`src/rtl/piezo_event_capture.sv`:
```
// Piezo receive path: synchronizes the comparator edge, timestamps accepted
// edges against rtc_time into a FIFO, and exposes the FIFO over Avalon-MM.
module piezo_event_capture #(
    parameter int TS_WIDTH       = 64,
    parameter int FIFO_DEPTH     = 16,
    parameter int SYNC_STAGES    = 2,
    parameter int HOLDOFF_CYCLES = 1000
) (
    input  logic                clk,
    input  logic                reset,
    input  logic                event_trigger,
    input  logic [TS_WIDTH-1:0] rtc_time,
    input  logic [1:0]          avs_address,
    input  logic                avs_read,
    output logic [31:0]         avs_readdata,
    input  logic                avs_write,
    input  logic [31:0]         avs_writedata,
    output logic                irq,
    output logic                capture_pulse
);

    localparam int PTR_W = (FIFO_DEPTH > 1) ? $clog2(FIFO_DEPTH) : 1;
    localparam int LVL_W = PTR_W + 1;
    localparam int CNT_W = $clog2(HOLDOFF_CYCLES + 1);

    typedef enum logic [1:0] {IDLE, ARMED, HOLDOFF} state_t;

    logic [SYNC_STAGES-1:0] sync_q, sync_d;
    logic                   prev_q, prev_d;
    logic                   edge_q, edge_d;
    state_t                 state_q, state_d;
    logic [CNT_W-1:0]       cnt_q, cnt_d;
    logic                   enable_q, enable_d;
    logic                   irq_en_q, irq_en_d;
    logic                   overflow_q, overflow_d;
    logic [PTR_W-1:0]       wr_ptr_q, wr_ptr_d;
    logic [PTR_W-1:0]       rd_ptr_q, rd_ptr_d;
    logic [LVL_W-1:0]       level_q, level_d;
    logic [31:0]            shadow_q, shadow_d;
    logic [31:0]            readdata_q, readdata_d;
    logic                   irq_q, irq_d;

    logic [TS_WIDTH-1:0]    mem [FIFO_DEPTH];
    logic [TS_WIDTH-1:0]    head;
    logic [TS_WIDTH-1:0]    cap_ts;
    logic                   capture;
    logic                   empty, full;
    logic                   wr_ctrl, flush, pop, push;
    logic [31:0]            status;

    assign head          = mem[rd_ptr_q];
    // Captured edge has travelled SYNC_STAGES flops plus the edge register.
    assign cap_ts        = rtc_time - TS_WIDTH'(SYNC_STAGES + 1);
    assign empty         = (level_q == '0);
    assign full          = (level_q == LVL_W'(FIFO_DEPTH));
    assign capture_pulse = capture;
    assign irq           = irq_q;
    assign avs_readdata  = readdata_q;

    always_comb begin
        sync_d = {sync_q[SYNC_STAGES-2:0], event_trigger};
        prev_d = sync_q[SYNC_STAGES-1];
        edge_d = sync_q[SYNC_STAGES-1] & ~prev_q;
    end

    always_comb begin
        state_d = state_q;
        cnt_d   = cnt_q;
        capture = 1'b0;
        if (!enable_q) begin
            state_d = IDLE;
            cnt_d   = '0;
        end else begin
            case (state_q)
                IDLE: state_d = ARMED;
                ARMED: begin
                    if (edge_q) begin
                        capture = 1'b1;
                        cnt_d   = CNT_W'(HOLDOFF_CYCLES - 1);
                        state_d = HOLDOFF;
                    end
                end
                HOLDOFF: begin
                    if (cnt_q == '0) state_d = ARMED;
                    else             cnt_d   = cnt_q - 1'b1;
                end
                default: state_d = IDLE;
            endcase
        end
    end

    always_comb begin
        wr_ctrl = avs_write && (avs_address == 2'd0);
        flush   = wr_ctrl && avs_writedata[31];
        pop     = avs_read && (avs_address == 2'd2) && !empty && !flush;
        push    = capture && !flush && (!full || pop);

        wr_ptr_d = wr_ptr_q;
        rd_ptr_d = rd_ptr_q;
        level_d  = level_q;
        if (flush) begin
            wr_ptr_d = '0;
            rd_ptr_d = '0;
            level_d  = '0;
        end else begin
            if (push) wr_ptr_d = wr_ptr_q + 1'b1;
            if (pop)  rd_ptr_d = rd_ptr_q + 1'b1;
            if (push && !pop)      level_d = level_q + LVL_W'(1);
            else if (pop && !push) level_d = level_q - LVL_W'(1);
        end

        enable_d   = enable_q;
        irq_en_d   = irq_en_q;
        overflow_d = overflow_q;
        if (wr_ctrl) begin
            enable_d = avs_writedata[0];
            irq_en_d = avs_writedata[1];
            if (avs_writedata[17]) overflow_d = 1'b0;
        end
        // A fresh drop outranks a same-cycle clear so no lost entry goes unseen.
        if (capture && !flush && full && !pop) overflow_d = 1'b1;

        irq_d = irq_en_q & ~empty;
    end

    always_comb begin
        status       = '0;
        status[0]    = enable_q;
        status[1]    = irq_en_q;
        status[15:8] = 8'(level_q);
        status[16]   = empty;
        status[17]   = full;
        status[18]   = overflow_q;

        readdata_d = '0;
        shadow_d   = shadow_q;
        if (avs_read) begin
            case (avs_address)
                2'd0: readdata_d = status;
                2'd1: begin
                    if (!empty) begin
                        readdata_d = head[31:0];
                        shadow_d   = head[63:32];
                    end
                end
                2'd2: readdata_d = shadow_q;
                default: readdata_d = 32'(FIFO_DEPTH);
            endcase
        end
    end

    always_ff @(posedge clk) begin
        if (push) mem[wr_ptr_q] <= cap_ts;
    end

    always_ff @(posedge clk or posedge reset) begin
        if (reset) begin
            sync_q     <= '0;
            prev_q     <= 1'b0;
            edge_q     <= 1'b0;
            state_q    <= IDLE;
            cnt_q      <= '0;
            enable_q   <= 1'b0;
            irq_en_q   <= 1'b0;
            overflow_q <= 1'b0;
            wr_ptr_q   <= '0;
            rd_ptr_q   <= '0;
            level_q    <= '0;
            shadow_q   <= '0;
            readdata_q <= '0;
            irq_q      <= 1'b0;
        end else begin
            sync_q     <= sync_d;
            prev_q     <= prev_d;
            edge_q     <= edge_d;
            state_q    <= state_d;
            cnt_q      <= cnt_d;
            enable_q   <= enable_d;
            irq_en_q   <= irq_en_d;
            overflow_q <= overflow_d;
            wr_ptr_q   <= wr_ptr_d;
            rd_ptr_q   <= rd_ptr_d;
            level_q    <= level_d;
            shadow_q   <= shadow_d;
            readdata_q <= readdata_d;
            irq_q      <= irq_d;
        end
    end

endmodule

```
`config.mk`:
```
export PLATFORM = sky130hd
export DESIGN_NAME = piezo_event_capture
export DESIGN_NICKNAME = d
export VERILOG_FILES = /design/src/rtl/piezo_event_capture.sv
export SDC_FILE = /design/constraint.sdc
export NUM_CORES = 1
export LEC_CHECK = 0
export BUFFER_PORTS_ARGS = -buffer_cell sky130_fd_sc_hd__buf_2
export CORE_MARGIN = 3
export CORE_UTILIZATION = 45
export DETAILED_ROUTE_END_ITERATION = 10
export PLACE_DENSITY_LB_ADDON = 0.08
export SLEW_MARGIN = 10
export SYNTH_ARGS = -nofsm -noshare
export SYNTH_HDL_FRONTEND = slang
export SYNTH_SLANG_ARGS = --single-unit
```
`constraint.sdc`:
```
create_clock -name clk -period 6.3 [get_ports clk]
set_clock_uncertainty 0.2 [all_clocks]
set_input_delay 0.315 -clock clk [delete_from_list [all_inputs] [get_ports clk]]
set_output_delay 0.315 -clock clk [all_outputs]
set_load 0.05 [all_outputs]
```
==> results.md <==
* Setup TNS at 0 ns
* Post-Synth XOR/XNOR Area at 1.27%
* Cell Pwr Density at between 300 and 400 nW/um^2
* Critical path capture point type: register
* Multiplexer share of the synthesized area at 15.8%
* Initial Util at between 40% and 50%
* CP max FO at 16
* Clk sinks at ~1100
* Htree depth at 3
* Crit path DAT at 4.50 ns
* Final antenna-violating net count at 0
* Synth-to-Final Area Change at 15.6%
* EDFF count, synth at 1024
* Clock-pin transition on the worst setup and hold timing paths at 0.06 ns
* Worst hold path endpoint: mem[10][63]
* Yosys warns at 0
* DR vias/cell at 5.90
* Ranking of synthesized cells by area: edfxtp_1 (70%), mux4_2 (13%), dfrtp_1 (5.5%)
* Status: complete, no violations
* Critical R2R Launch: enable_q
* Worst Min Path Start: rtc_time[63]
* Worst hold slack at 0.00333 ns
* Final setup margin at 1.94 ns
* Worst R2R Path Depth at 5
* Post-detail-place hpwl at a little over 60 mm
* Largest family of logic cells by synthesized area: multiplexers
* Setup Viol. Count Final at 0
* Core area at 97000 um^2
* I/O Buffers at 108
* FP Rows at 114
* Number of global-route vias before repair at 22900
* Critical path's top delay family: simple AND/OR/NAND/NOR gates
* Max Freq at 229 MHz
* LEAKAGE at 0.0165 uW
* Top-area cell type share of the netlist area at just under 70%
* Register bit total from synthesis at 1121
* Clock Latency Late Sink at 0.69 ns
* Setup CP Type: input port to register
* Fill cells at 7642
* CTS tree: yes
* Adder-Cell Fraction of Synth Area at 0.357%
* Max VDD drop at 0.000235 V
* Non-Filler Instances at approximately 3700
* Die area at about 100000 um^2
* First-pass GRT wire length at 161 mm
* First DRT Iteration DRCs at roughly 2400
* Inst Count DP at 3494
* Most used DFF post-synth: edfxtp_1
* RSZ-0062 raised after global routing: no
* Final WL at 111 mm
* Critical path's slowest cell: xnor2_1
* Router iterations before antenna repair at 5
* Reg-to-reg endpoint: mem[1][37]
* GRT overflow at 0
* All-Layer GR Usage at 21.9%
* Layout cells sized above 1 at 27.7%
* Syn_nets at 2272
* Register area share after synthesis at 75.1%
* Count of final hold-check violations at 0
* Crit path cell chain: dlygate4sd3_1 > buf_2 > or4_4 > nor4_2 > nand3_1 > or4_1 > xnor2_1
* GPL Wtd Cong at ~0.79
* Post-CTS setup buffers at 0
* Die width at 319 um
* Die height at 319 um
* Hold Crit Class: input port to register
* R2R setup slack at between 2 and 2.5 ns
* Post-synth cell types at 60
* Hold-critical path depth at 2
* Leading area contributor after synthesis: edfxtp_1
* Min Tclk post-route at 4.36 ns
* Max_cap viols at 0
* Top Ports at ~140
* Req. time, crit path at 6.43 ns
* Slew @ Worst Pin at 1.24 ns
* Drt wl/cell at 29.7 um
* Slew headroom at 16.5%
* FFs w/ async S/R, synth at 8.65%
* Root buf cell: clkbuf_16
* Pre-CTS WS at 1.73 ns
* Synthesized cell area at about 44000 um^2
* Clk buf depth at 3
* Compound-gate portion of the synthesized area at 2.63%
* Via count at approximately 22000
* Slew Viols, Final at 0
* CP max stage delay at 0.87 ns
* Post-CTS Resized at 0
* Nets@finish at between 2000 and 2500
* Total power at 20200 uW
* Num CTS Buffers at roughly 120
* CP bufs+invs at 2
* Mean Syn Cell Area at 20.5 um^2
* Mapped Cells at ~2200
* Initial antenna violation count at 10
* Hold_buf cts at 19
* Synth Area in Simple Gates at under 10%
* Critical Path Source Type: input port
* Largest net degree at the start of global routing at 86
* # DRC at 0
* Crit share post-route at 69.3%
[layout by cell type (no fill, tap or decap), types with 11 or more instances in the layout]
master,instances
a22o_1,21
nor4_1,19
clkinv_1,16
nand3_1,16
dfrtp_1,93
clkbuf_1,27
nand2_1,77
nor2_1,52
a21oi_1,48
clkinv_2,16
buf_2,108
o22ai_1,11
o21ai_0,12
inv_1,11
dlygate4sd3_1,20
xnor2_1,16
clkbuf_16,120
nor3_1,20
bufinv_16,24
mux2_2,16
mux2i_1,105
nor2b_1,26
mux4_2,256
a211oi_1,21
o221ai_1,32
ha_1,11
edfxtp_1,1024
xor2_1,33
buf_4,55
[power breakdown]
group          total [uW]  switching (uW)  internal [uW]
sequential           8790             432           8360
clock                7420            2860           4560
combinational        3990            2100           1890
[state kept, by name, summed over array words and instances, names as in the netlist]
signal / cells
rd_ptr_q: 4
enable_q: 1
cnt_q: 10
irq: 1
irq_en_q: 1
mem: 1024
shadow_q: 32
level_q: 5
state_q: 2
wr_ptr_q: 4
sync_q: 2
prev_q: 1
overflow_q: 1
edge_q: 1
avs_readdata: 32
[through the flow]
stage	instance area [um^2]	utilization [%]
after floorplan	44200	-
after global placement	46600	48.0
after detailed placement	46600	48.0
after CTS	50900	52.5
after global routing	51100	52.6
final	51100	52.7
[cells in the mapped netlist, drive strengths merged, types with 2 or more instances]
cell	instances
a211oi	21
nand2b	4
buf	38
nand4	8
inv	12
and4	3
or2	2
nor2b	26
nand3b	5
or3	9
mux2	16
a22o	21
a21oi	48
and3b	2
nor3	25
ha	11
o211a	5
clkbuf	74
o221ai	32
nand3	16
nor4	24
dfrtp	97
mux2i	105
nor4b	2
nor3b	4
nor2	56
nand2	77
mux4	256
nand4b	6
o31ai	4
edfxtp	1024
and3	2
o22ai	11
or4	9
and2	11
o21ai	12
xnor2	24
xor2	40
[how the worst max path moves through the flow]
stage                     slack, ns            from  cells after the start         end
after detailed placement       1.73    rtc_time[25]                      6  mem[2][57]
after floorplan               -0.58  avs_address[1]                      5   mem[4][0]
after CTS                      1.78        enable_q                      5  mem[1][56]
after global placement         1.84    rtc_time[25]                      6  mem[0][57]
final                          1.94     rtc_time[5]                      7  mem[2][53]
after global routing           1.86     rtc_time[5]                      7  mem[4][53]
[area by class of cell]
cell class	instances	area (um^2)	share of cell area (%)
Sequential cell	1121	33200	65.0
Inverter	13	51.3	0.100
Clock inverter	67	976	1.91
Antenna cell	3	7.51	0.0147
Tap cell	1276	1600	3.13
Timing Repair Buffer	193	1350	2.65
Multi-Input combinational cell	911	10700	20.9
Clock buffer	155	3210	6.29
[layer usage]
metal  part of all wire (%)  up-vias  global-route usage, %
li1                       -     9314                      -
met1                     43    11800                   31.0
met2                     48      719                   35.6
met3                    5.7      182                   3.70
met4                    2.8        6                   6.28
met5                  0.032        -                      0
[cell families after synthesis]
group,count (synthesis)
XOR/XNOR,64
flip-flops,1121
adder cells (fa/ha/maj),12
buffers and inverters,125
multiplexers,377
AND/OR/NAND/NOR,294
AO/OA/AOI/OAI,164
Note: power is estimated with default switching activity, not from simulation.
